**config.mk**
```make
export PLATFORM = sky130hd
export DESIGN_NAME = div_unit
export DESIGN_NICKNAME = d
export VERILOG_FILES = /design/src/rtl/div_unit_pkg.sv /design/src/rtl/div_unit.sv
export SDC_FILE = /design/constraint.sdc
export NUM_CORES = 1
export LEC_CHECK = 0
export CAP_MARGIN = 20
export CELL_PAD_IN_SITES_DETAIL_PLACEMENT = 1
export CELL_PAD_IN_SITES_GLOBAL_PLACEMENT = 2
export CORE_MARGIN = 10
export CORE_UTILIZATION = 33
export DETAILED_ROUTE_END_ITERATION = 12
export GPL_TIMING_DRIVEN = 0
export PLACE_DENSITY = 0.87
export SYNTH_ARGS = -nofsm -noshare
export SYNTH_HDL_FRONTEND = slang
export SYNTH_SLANG_ARGS = --single-unit
```
**constraint.sdc**
```tcl
create_clock -name clk -period 3.8 [get_ports clk]
set_input_delay 0.95 -clock clk [delete_from_list [all_inputs] [get_ports clk]]
set_output_delay 0.95 -clock clk [all_outputs]
set_load 0.01 [all_outputs]
```
**src/rtl/div_unit_pkg.sv**
```systemverilog
// Shared definitions for the execute-stage divider: state encoding,
// start/sign encodings and the HI/LO layout of the packed result.
package div_unit_pkg;

    localparam int DIV_W = 32;

    typedef enum logic [1:0] {
        ST_IDLE  = 2'd0,
        ST_DZERO = 2'd1,
        ST_BUSY  = 2'd2,
        ST_DONE  = 2'd3
    } div_state_e;

    localparam logic DIV_START    = 1'b1;
    localparam logic DIV_STOP     = 1'b0;
    localparam logic DIV_SIGNED   = 1'b1;
    localparam logic DIV_UNSIGNED = 1'b0;

    // result = {remainder -> HI, quotient -> LO}
    localparam int LO_LSB = 0;
    localparam int LO_MSB = DIV_W - 1;
    localparam int HI_LSB = DIV_W;
    localparam int HI_MSB = 2 * DIV_W - 1;

endpackage

```
**src/rtl/div_unit.sv**
```systemverilog
// Iterative restoring divider (DIV/DIVU), one quotient bit per cycle,
// producing {remainder, quotient} for HI/LO and a busy stall indication.
module div_unit
    import div_unit_pkg::*;
#(
    parameter int WIDTH = DIV_W
) (
    input  logic                 clk,
    input  logic                 rst,
    input  logic                 signed_div_i,
    input  logic [WIDTH-1:0]     opdata1_i,
    input  logic [WIDTH-1:0]     opdata2_i,
    input  logic                 start_i,
    input  logic                 annul_i,
    output logic [2*WIDTH-1:0]   result_o,
    output logic                 ready_o,
    output logic                 busy_o
);

    localparam int CW = $clog2(WIDTH) + 1;

    div_state_e         state, state_n;
    logic [CW-1:0]      cnt;
    logic [2*WIDTH:0]   work, work_step, shifted;
    logic [WIDTH:0]     diff;
    logic [WIDTH-1:0]   dvs_mag;
    logic               neg_q, neg_r;
    logic               a_neg, b_neg, div_zero, go;

    // Two's-complement negate when requested; 0x8000_0000 maps to itself,
    // which reads correctly as the unsigned magnitude 2^31.
    function automatic logic [WIDTH-1:0] cond_neg(input logic [WIDTH-1:0] v,
                                                  input logic neg);
        return neg ? (~v + 1'b1) : v;
    endfunction

    assign a_neg    = (signed_div_i == DIV_SIGNED) && opdata1_i[WIDTH-1];
    assign b_neg    = (signed_div_i == DIV_SIGNED) && opdata2_i[WIDTH-1];
    assign div_zero = (opdata2_i == '0);
    assign go       = (start_i == DIV_START) && !annul_i;

    always_comb begin
        state_n   = state;
        shifted   = work << 1;
        diff      = shifted[2*WIDTH:WIDTH] - {1'b0, dvs_mag};
        work_step = diff[WIDTH] ? shifted
                                : {diff, shifted[WIDTH-1:1], 1'b1};
        case (state)
            ST_IDLE:  if (go) state_n = div_zero ? ST_DZERO : ST_BUSY;
            ST_DZERO: state_n = annul_i ? ST_IDLE : ST_DONE;
            ST_BUSY: begin
                if (annul_i)                 state_n = ST_IDLE;
                else if (cnt == CW'(WIDTH))  state_n = ST_DONE;
            end
            ST_DONE:  if (start_i == DIV_STOP) state_n = ST_IDLE;
            default:  state_n = ST_IDLE;
        endcase
    end

    always_ff @(posedge clk) begin
        if (rst) begin
            state    <= ST_IDLE;
            cnt      <= '0;
            work     <= '0;
            dvs_mag  <= '0;
            neg_q    <= 1'b0;
            neg_r    <= 1'b0;
            result_o <= '0;
            ready_o  <= 1'b0;
            busy_o   <= 1'b0;
        end else begin
            state  <= state_n;
            busy_o <= (state_n == ST_BUSY) || (state_n == ST_DZERO);
            case (state)
                ST_IDLE: if (go) begin
                    cnt     <= '0;
                    // Divide-by-zero keeps the raw dividend to hand back as HI.
                    work    <= {{(WIDTH+1){1'b0}},
                                div_zero ? opdata1_i : cond_neg(opdata1_i, a_neg)};
                    dvs_mag <= cond_neg(opdata2_i, b_neg);
                    neg_q   <= a_neg ^ b_neg;
                    neg_r   <= a_neg;
                end
                ST_BUSY: if (!annul_i) begin
                    if (cnt == CW'(WIDTH)) begin
                        result_o <= {cond_neg(work[2*WIDTH-1:WIDTH], neg_r),
                                     cond_neg(work[WIDTH-1:0], neg_q)};
                        ready_o  <= 1'b1;
                    end else begin
                        work <= work_step;
                        cnt  <= cnt + 1'b1;
                    end
                end
                ST_DZERO: if (!annul_i) begin
                    result_o <= {work[WIDTH-1:0], {WIDTH{1'b1}}};
                    ready_o  <= 1'b1;
                end
                ST_DONE: if (start_i == DIV_STOP) begin
                    result_o <= '0;
                    ready_o  <= 1'b0;
                end
                default: ;
            endcase
        end
    end

endmodule
```
==> flow_metrics.env, run 1 <==
export IMPL_hold_buffers=0
export IMPL_p_leak_nw=5.14
export IMPL_ios=135
export IMPL_netlist_area_leader_share_pct=30.4
export IMPL_final_seq_area_um2=3440
export IMPL_multi_input_area_um2=7350
export IMPL_firstDrtPassIters=5
export IMPL_yosysTopAreaCell="dfxtp_1"
export IMPL_highest_layer="met4"
export IMPL_dp_hpwl_um=36900
export IMPL_die_area_um2=42200
export IMPL_ant_nets=0
export IMPL_crit_start="opdata1_i[0]"
export IMPL_fill_cells=4159
export IMPL_path_cells="dlygate4sd2_1, inv_1, ha_2, or4b_4, or4_4, or3_1, or4_4, o31ai_4, xor2_2, o21ai_1, a22o_1"
export IMPL_numPortBuffers=132
export IMPL_cpPeakStageDelay_ps=490
export IMPL_min_from="result_o[41]"
export IMPL_cts_made_buffers=17
export IMPL_fin_crit_sh_pct=97.8
export IMPL_cpMostUsedCell="or4_4"
export IMPL_grt_setup_unrepaired="yes"
export IMPL_synth_flop_cell="dfxtp_1"
export IMPL_cts_buffer_depth=2
export IMPL_grt_overflow_total=0
export IMPL_synth_area_per_cell_um2=7.62
export IMPL_initial_core_util_pct=33.6
export IMPL_fin_worst_skew_ps=10.9
export IMPL_core_area_um2=33700
export IMPL_ys_top_cells_by_area="dfxtp_1 30%, xor2_1 6.6%, o21ai_0 6.4%"
export IMPL_crit_buf_inv=2
export IMPL_utilization_pct=41.3
export IMPL_finalPower_mw=4.61
export IMPL_met3WireLength_um=2350
export IMPL_clk_latency_ps=450
export IMPL_first_global_vias=12000
export IMPL_min_delay_path_class="flip-flop to flip-flop"
export IMPL_max_vdd_ir_drop_mv=0.319
export IMPL_outcome="finished clean"
export IMPL_wire_per_inst_um=21.8
export IMPL_synthesis_nets=1595
export IMPL_cts_max_level=4
export IMPL_clkTransAtPathRegs_ps=70
export IMPL_final_layout_size_suffix_gt1_share_pct=4.72
export IMPL_wl_met2_um=20800
export IMPL_drc=0
export IMPL_slew_violations=0
export IMPL_synthDistinctLibCells=66
export IMPL_syn_inst=1487
export IMPL_finalHoldWorstSlack_ps=452
export IMPL_crit_type="primary input to flip-flop"
export IMPL_p_per_area_nw_per_um2=331
export IMPL_timing_fmax_ghz=0.269
export IMPL_antenna_found_initial=1
export IMPL_pre_cts_slack_ps=-653
export IMPL_routed_wl_um=45900
export IMPL_start_kind="primary input"
export IMPL_period_minus_slack_ps=3710
export IMPL_crit_required_ps=4130
export IMPL_die_h_um=205
export IMPL_r2r_start="work[31]"
export IMPL_worst_ep_arrival_time_ps=4050
export IMPL_tritoncts="built"
export IMPL_ys_seq_elements=172
export IMPL_vias=11800
export IMPL_slowest_stage="or4b_4"
export IMPL_first_iter_violations=712
export IMPL_cap_violations=0
export IMPL_fin_cells=2100
export IMPL_syn2layout_area_growth_pct=22.8
export IMPL_vias_per_cell=5.61
export IMPL_finalSetupViolations=0
export IMPL_setup_tns_ps=0
export IMPL_tightest_slew_ps=1110
export IMPL_relSlewSlack_pct=25.4
export IMPL_place_area_um2=13200
export IMPL_clkSinkCount=172
export IMPL_final_cell_mix="172 x nand2_1, 172 x dfxtp_1, 145 x o21ai_0, 127 x nor2_1, 127 x clkdlybuf4s50_1"
export IMPL_crit_fanout=5
export IMPL_root_buffer="clkbuf_16"
export IMPL_final_nets=1747
export IMPL_finalHoldViolCount=0
export IMPL_yosysSeqAreaShare_pct=30.4
export IMPL_stdcell_area_um2=13900
export IMPL_worst_slack_ps=85.4
export IMPL_grt_use_total_pct=21.3
export IMPL_synth_async_sr_flop_share_pct=0
export IMPL_die_w_um=205
export IMPL_grt_max_degree=17
export IMPL_yosys_warnings=0
export IMPL_cp_top_family="simple AND/OR/NAND/NOR gates"
export IMPL_synth_edf_count=0
export IMPL_syn_area_um2=11300
export IMPL_gp_congestion=0.904
export IMPL_dp_cells=2067
export IMPL_grt_pass1_wl_um=70900
export IMPL_drt_met1_wl_um=21600
export IMPL_rows=67
export IMPL_worst_setup_path_end_kind="flip-flop"
area by class of cell:
| cell class | instances | area share [%] |
|---|---|---|
| Clock inverter | 11 | 0.800 |
| Clock buffer | 20 | 3.28 |
| Antenna cell | 1 | 0.0180 |
| Multi-Input combinational cell | 1158 | 52.8 |
| Sequential cell | 172 | 24.7 |
| Inverter | 54 | 1.46 |
| Buffer | 103 | 3.33 |
| Timing Repair Buffer | 133 | 9.58 |
| Tap cell | 448 | 4.03 |
cells by family after synthesis:
family	count (synthesis)	share of synthesized area (%)
mux	27	2.40
flops	172	30.4
xor+xnor	142	11.0
buf+inv	157	5.72
compound gates	459	25.8
fa+ha+maj	39	4.37
simple gates	491	20.4
worst register-to-register path, delay by kind of cell, from the launching register on:
kind	cells	cell delay, ps
compound gates	5	1120
fa+ha+maj	2	670
buf+inv	3	630
flops	1	450
simple gates	2	350
mux	1	220
routing by layer:
metal / vias to the layer above / GRT usage, %
met5: - / 0
met4: 0 / 7.48
met3: 55 / 2.86
met2: 311 / 34.6
met1: 5748 / 28.4
li1: 5665 / -
worst paths after layout:
| check | slack (ps) | depth (start not counted) | endpoint |
|---|---|---|---|
| max | 90 | 11 | work[26] |
| min | 450 | 2 | result_o[41] |
| max reg2reg | 220 | 13 | work[34] |
| min reg2reg | 450 | 2 | result_o[41] |
state kept, by name, summed over array words and instances, names as in the netlist:
name and cells:
result_o 64, work 64, dvs_mag 32, cnt 6, state 2, busy_o 1, neg_q 1, neg_r 1
ready_o 1
power by group:
| part | total (mW) | leakage (nW) | internal (mW) | switching, mW |
|---|---|---|---|---|
| clock | 1.76 | 0.274 | 0.945 | 0.810 |
| combinational | 0.908 | 3.47 | 0.357 | 0.551 |
| sequential | 1.94 | 1.40 | 1.85 | 0.0873 |
repair_timing:
item / 4_1_cts / 5_1_grt
gates resized for setup: 10 / 28
pin swaps: 1 / 2
buffers inserted: 0 / 1
endpoints found under the setup margin: 37 / 53
cells in the mapped netlist (all sizes together), types with 4 or more instances:
master and n:
o21a 9, a211oi 62, or4 22, buf 9, nor3 37, xor2 85, a32oi 4, mux2i 26
o221ai 4, dfxtp 172, nor2b 6, inv 54, and2 8, a21oi 101, a311oi 4, ha 38
or3 23, o31ai 36, o41ai 14, nand2b 11, o22ai 5, a22o 10, o21bai 5, a21o 8
clkbuf 92, nand3 36, a221oi 13, nor4 9, nand4 9, or2 5, nor2 127, nand2 172
xnor2 57, and3 14, o21ai 147, o211ai 21
Power figures use the tool's default switching activity.
==> run 2, diff against run 1 <==
REMOVE_ABC_BUFFERS = 1   (was default)
==> flow_metrics.env, run 2 (same netlist as run 1, synthesis figures left out) <==
export IMPL_crit_type="primary input to flip-flop"
export IMPL_dp_cells=1981
export IMPL_first_global_vias=11200
export IMPL_internal_power_mw=3.20
export IMPL_swShare_pct=29.4
export IMPL_finalSetupViolations=0
export IMPL_start_kind="primary input"
export IMPL_fill_cells=4083
export IMPL_reg_top3="result_o (64), work (64), dvs_mag (32)"
export IMPL_relSlewSlack_pct=26.9
export IMPL_min_delay_path_class="flip-flop to flip-flop"
export IMPL_crit_fanout=4
export IMPL_die_w_um=205
export IMPL_slowest_stage="or4_1"
export IMPL_p_per_area_nw_per_um2=328
export IMPL_finalHoldWorstSlack_ps=463
export IMPL_timing_fmax_ghz=0.268
export IMPL_tritoncts="built"
export IMPL_initial_core_util_pct=33.6
export IMPL_final_layout_size_suffix_gt1_share_pct=5.99
export IMPL_grt_setup_unrepaired="yes"
export IMPL_stdcell_area_um2=13800
export IMPL_num_antenna_cells=0
export IMPL_dp_hpwl_um=29200
export IMPL_ant_nets=0
export IMPL_grt_pass1_wl_um=61000
export IMPL_vias=11000
export IMPL_pre_cts_slack_ps=-687
export IMPL_cts_max_level=4
export IMPL_worst_ep_arrival_time_ps=4070
export IMPL_clock_power_share_pct=39.0
export IMPL_syn2layout_area_growth_pct=22.0
export IMPL_wire_per_inst_um=19.0
export IMPL_root_buffer="clkbuf_16"
export IMPL_outcome="finished clean"
export IMPL_antenna_found_initial=0
export IMPL_die_h_um=205
export IMPL_routed_wl_um=38300
export IMPL_fin_cells=2018
export IMPL_utilization_pct=41.0
export IMPL_cap_violations=0
export IMPL_grt_max_degree=69
export IMPL_crit_required_ps=4130
export IMPL_hold_buffers=0
export IMPL_die_area_um2=42200
export IMPL_final_cell_mix="171 x nand2_1, 171 x dfxtp_1, 144 x o21ai_0, 126 x clkdlybuf4s50_1, 125 x nor2_1"
export IMPL_tightest_slew_ps=1100
export IMPL_crit_buf_inv=1
export IMPL_numPortBuffers=134
export IMPL_finalHoldViolCount=0
export IMPL_final_nets=1665
export IMPL_vias_per_cell=5.45
export IMPL_cpPeakStageDelay_ps=580
export IMPL_path_cells="clkdlybuf4s50_1, or4_1, or3_2, or3_1, or4_4, o311ai_2, nand3_1, a311oi_1"
export IMPL_worst_setup_path_end_kind="flip-flop"
export IMPL_cts_made_buffers=17
export IMPL_combPwrFrac_pct=18.4
export IMPL_core_area_um2=33700
export IMPL_switchingPower_mw=1.34
export IMPL_fin_worst_skew_ps=13.2
export IMPL_cp_top_family="simple AND/OR/NAND/NOR gates"
export IMPL_period_minus_slack_ps=3740
export IMPL_power_frac_seq_pct=42.6
export IMPL_clkTransAtPathRegs_ps=70
export IMPL_grt_overflow_total=0
export IMPL_clk_latency_ps=440
export IMPL_gp_congestion=0.863
export IMPL_cts_buffer_depth=2
export IMPL_clkSinkCount=172
export IMPL_drc=0
export IMPL_fin_crit_sh_pct=98.4
export IMPL_max_vdd_ir_drop_mv=0.235
export IMPL_grt_use_total_pct=17.7
export IMPL_rows=67
export IMPL_ios=135
export IMPL_slew_violations=0
export IMPL_p_leak_nw=5.14
export IMPL_place_area_um2=13100
export IMPL_first_iter_violations=509
export IMPL_firstDrtPassIters=6
export IMPL_worst_slack_ps=62.6
==> run 2: cell types whose count changed in the layout (fill, tap and decap cells not counted), sizes merged <==
cell           delta
a21oi             +1
dlygate4sd2       -1
clkinv            +2
bufbuf            -1
diode             -1
inv               -2
clkdlybuf4s50     -2
bufinv            +1
dlymetal6s2s      +3
buf              +10
clkinvlp          +1
clkbuf           -93
==> run 2: per-stage QoR <==
stage          TNS [ps]  power (mW)
2_1_floorplan   -157520        2.47
3_3_place_gp    -641830        2.76
3_5_place_dp     -22250        2.79
4_1_cts               0        4.56
5_1_grt           -85.8        4.75
6_report              0        4.54
==> run 2: worst register-to-register path, stage by stage, from the launching register on <==
cell and delay (ps):
dfxtp_1 430, inv_1 180, ha_1 270, fa_1 400
nor2b_1 200, o31a_1 260, o211a_4 250, o211ai_1 150
and2_1 200, a211oi_4 310, buf_8 200, buf_8 200
mux2_2 360, o21ai_0 130
==> run 2: power by group through the flow <==
| stage | clock network, mW | logic, mW | registers (mW) |
|---|---|---|---|
| finish | 1.77 | 0.834 | 1.93 |
| global route | 1.88 | 0.932 | 1.94 |
| CTS | 1.80 | 0.824 | 1.93 |
| detailed placement | 0 | 0.817 | 1.97 |
| global placement | 0 | 0.794 | 1.97 |
| floorplan | 0 | 0.529 | 1.94 |
==> run 2: worst paths after layout <==
check	end	cells after the start	slack, ps	startpoint
max	work[31]	8	60	opdata1_i[15]
min	dvs_mag[21]	2	460	dvs_mag[21]
max reg2reg	work[32]	13	200	work[31]
min reg2reg	dvs_mag[21]	2	460	dvs_mag[21]
==> run 2: per-layer routing <==
metal | GRT usage (%) | wire length, um
met4 | 3.81 | 375
met1 | 22.9 | 18100
met2 | 30.5 | 18400
met3 | 2.52 | 1390
met5 | 0 | 0
==> run 2: cell type report <==
| cell class | count | area, um2 | area share, % |
|---|---|---|---|
| Clock buffer | 19 | 443 | 3.20 |
| Multi-Input combinational cell | 1159 | 7420 | 53.6 |
| Timing Repair Buffer | 153 | 1620 | 11.7 |
| Sequential cell | 172 | 3440 | 24.9 |
| Tap cell | 448 | 561 | 4.05 |
| Inverter | 54 | 203 | 1.47 |
| Clock inverter | 13 | 141 | 1.02 |
==> run 2: timing repair <==
item | in CTS | in global routing
setup endpoints to repair | 43 | 40
pin swaps | 2 | 4
gates cloned | 0 | 1
setup buffers | 1 | 2
resized for setup | 7 | 23
==> run 3, diff against run 2 <==
CORE_UTILIZATION = 36   (was 33)
GPL_ROUTABILITY_DRIVEN = 0   (was default)
PLACE_DENSITY = 0.93   (was 0.87)
RECOVER_POWER = 50   (was default)
clock period = 4.6 ns   (was 3.8 ns; I/O delays follow)
==> flow_metrics.env, run 3 (same netlist as run 1, synthesis figures left out) <==
export IMPL_outcome="finished clean"
export IMPL_grt_max_degree=88
export IMPL_crit_required_ps=4940
export IMPL_fill_cells=3769
export IMPL_slowest_stage="clkdlybuf4s50_1"
export IMPL_utilization_pct=44.2
export IMPL_firstDrtPassIters=5
export IMPL_ios=135
export IMPL_numPortBuffers=134
export IMPL_clk_latency_ps=440
export IMPL_cpMostUsedCell="or3_1"
export IMPL_cap_violations=0
export IMPL_start_kind="primary input"
export IMPL_worst_slack_ps=475
export IMPL_cts_buffer_depth=2
export IMPL_pre_cts_slack_ps=69.8
export IMPL_root_buffer="clkbuf_16"
export IMPL_worst_setup_path_end_kind="flip-flop"
export IMPL_fin_worst_skew_ps=13.9
export IMPL_die_w_um=197
export IMPL_routed_wl_um=36700
export IMPL_clkSinkCount=172
export IMPL_grt_use_total_pct=18.5
export IMPL_antenna_found_initial=0
export IMPL_vias_per_cell=5.59
export IMPL_cp_top_family="simple AND/OR/NAND/NOR gates"
export IMPL_syn2layout_area_growth_pct=20.2
export IMPL_crit_buf_inv=1
export IMPL_die_area_um2=39000
export IMPL_min_delay_path_class="flip-flop to flip-flop"
export IMPL_finalHoldViolCount=0
export IMPL_place_area_um2=13000
export IMPL_slew_violations=0
export IMPL_worst_ep_arrival_time_ps=4460
export IMPL_ant_nets=0
export IMPL_first_global_vias=11100
export IMPL_final_layout_size_suffix_gt1_share_pct=4.27
export IMPL_cts_max_level=4
export IMPL_crit_type="primary input to flip-flop"
export IMPL_final_cell_mix="171 x nand2_1, 171 x dfxtp_1, 145 x o21ai_0, 126 x nor2_1, 100 x a21oi_1"
export IMPL_p_leak_nw=5.30
export IMPL_clkTransAtPathRegs_ps=70
export IMPL_fin_crit_sh_pct=89.7
export IMPL_dp_cells=1930
export IMPL_num_antenna_cells=0
export IMPL_vias=11000
export IMPL_tightest_slew_ps=1150
export IMPL_dp_hpwl_um=28600
export IMPL_stdcell_area_um2=13600
export IMPL_reg_top3="result_o (64), work (64), dvs_mag (32)"
export IMPL_period_minus_slack_ps=4130
export IMPL_tritoncts="built"
export IMPL_finalSetupViolations=0
export IMPL_cts_made_buffers=17
export IMPL_wire_per_inst_um=18.7
export IMPL_die_h_um=197
export IMPL_relSlewSlack_pct=23.3
export IMPL_cpPeakStageDelay_ps=480
export IMPL_core_area_um2=30800
export IMPL_finalPower_mw=3.90
export IMPL_cts_setup_buffers=0
export IMPL_path_cells="clkdlybuf4s50_1, nor4_1, nand3_1, or3_1, or3_1, or4_4, o41ai_1, xor2_1, a221oi_1"
export IMPL_drc=0
export IMPL_p_per_area_nw_per_um2=286
export IMPL_max_vdd_ir_drop_mv=0.249
export IMPL_crit_fanout=4
export IMPL_grt_pass1_wl_um=59300
export IMPL_grt_overflow_total=0
export IMPL_fin_cells=1964
export IMPL_hold_buffers=0
export IMPL_first_iter_violations=504
export IMPL_final_nets=1663
export IMPL_cts_resized=0
export IMPL_multi_input_area_um2=7270
export IMPL_final_seq_area_um2=3440
export IMPL_initial_core_util_pct=36.8
export IMPL_timing_fmax_ghz=0.242
export IMPL_grt_setup_unrepaired="no"
export IMPL_rows=64
## run 3: changes by cell type in the layout (fill, tap and decap cells not counted), moves of 6 or more
cell	delta
dlymetal6s2s_1	-6
clkdlybuf4s50_1	-60
clkbuf_1	+6
dlygate4sd3_1	+67
## run 3: final timing paths
path         cells past startpoint           to  slack [ps]    startpoint
max                              9     work[27]         470  opdata1_i[7]
min reg2reg                      2  result_o[9]         450   result_o[9]
min                              2  result_o[9]         450   result_o[9]
max reg2reg                     13     work[32]         660      work[31]
## run 3: final cells by class
class,count,share of cell area [%]
clock buffers,22,3.41
clock inverters,10,1.38
inverters,54,1.49
multi-input cells,1158,53.3
flip-flops and latches,172,25.3
well taps,396,3.64
repair buffers,152,11.5
## run 3: metrics by stage
stage | hold WS, ps | setup TNS [ps]
6_report | 452 | 0
5_1_grt | 481 | 0
4_1_cts | 456 | 0
3_5_place_dp | 446 | 0
3_3_place_gp | 441 | -499120
2_1_floorplan | 426 | -94460
## run 3: layer usage
layer	part of all wire (%)	GRT usage [%]	vias up
li1	-	-	5471
met1	47	23.6	5284
met3	4.7	3.20	20
met2	47	32.0	213
met5	0	0	-
met4	0.86	3.99	0
## run 3: report_power, final
group,internal [mW],total (mW),switching [mW]
Sequential,1.53,1.60,0.0647
Clock,0.995,1.62,0.627
Combinational,0.291,0.677,0.386
## run 3: worst min-delay path, stage by stage, from the launching register on
cell and delay, ps:
dfxtp_1 310, nand2_1 50, a21oi_1 50
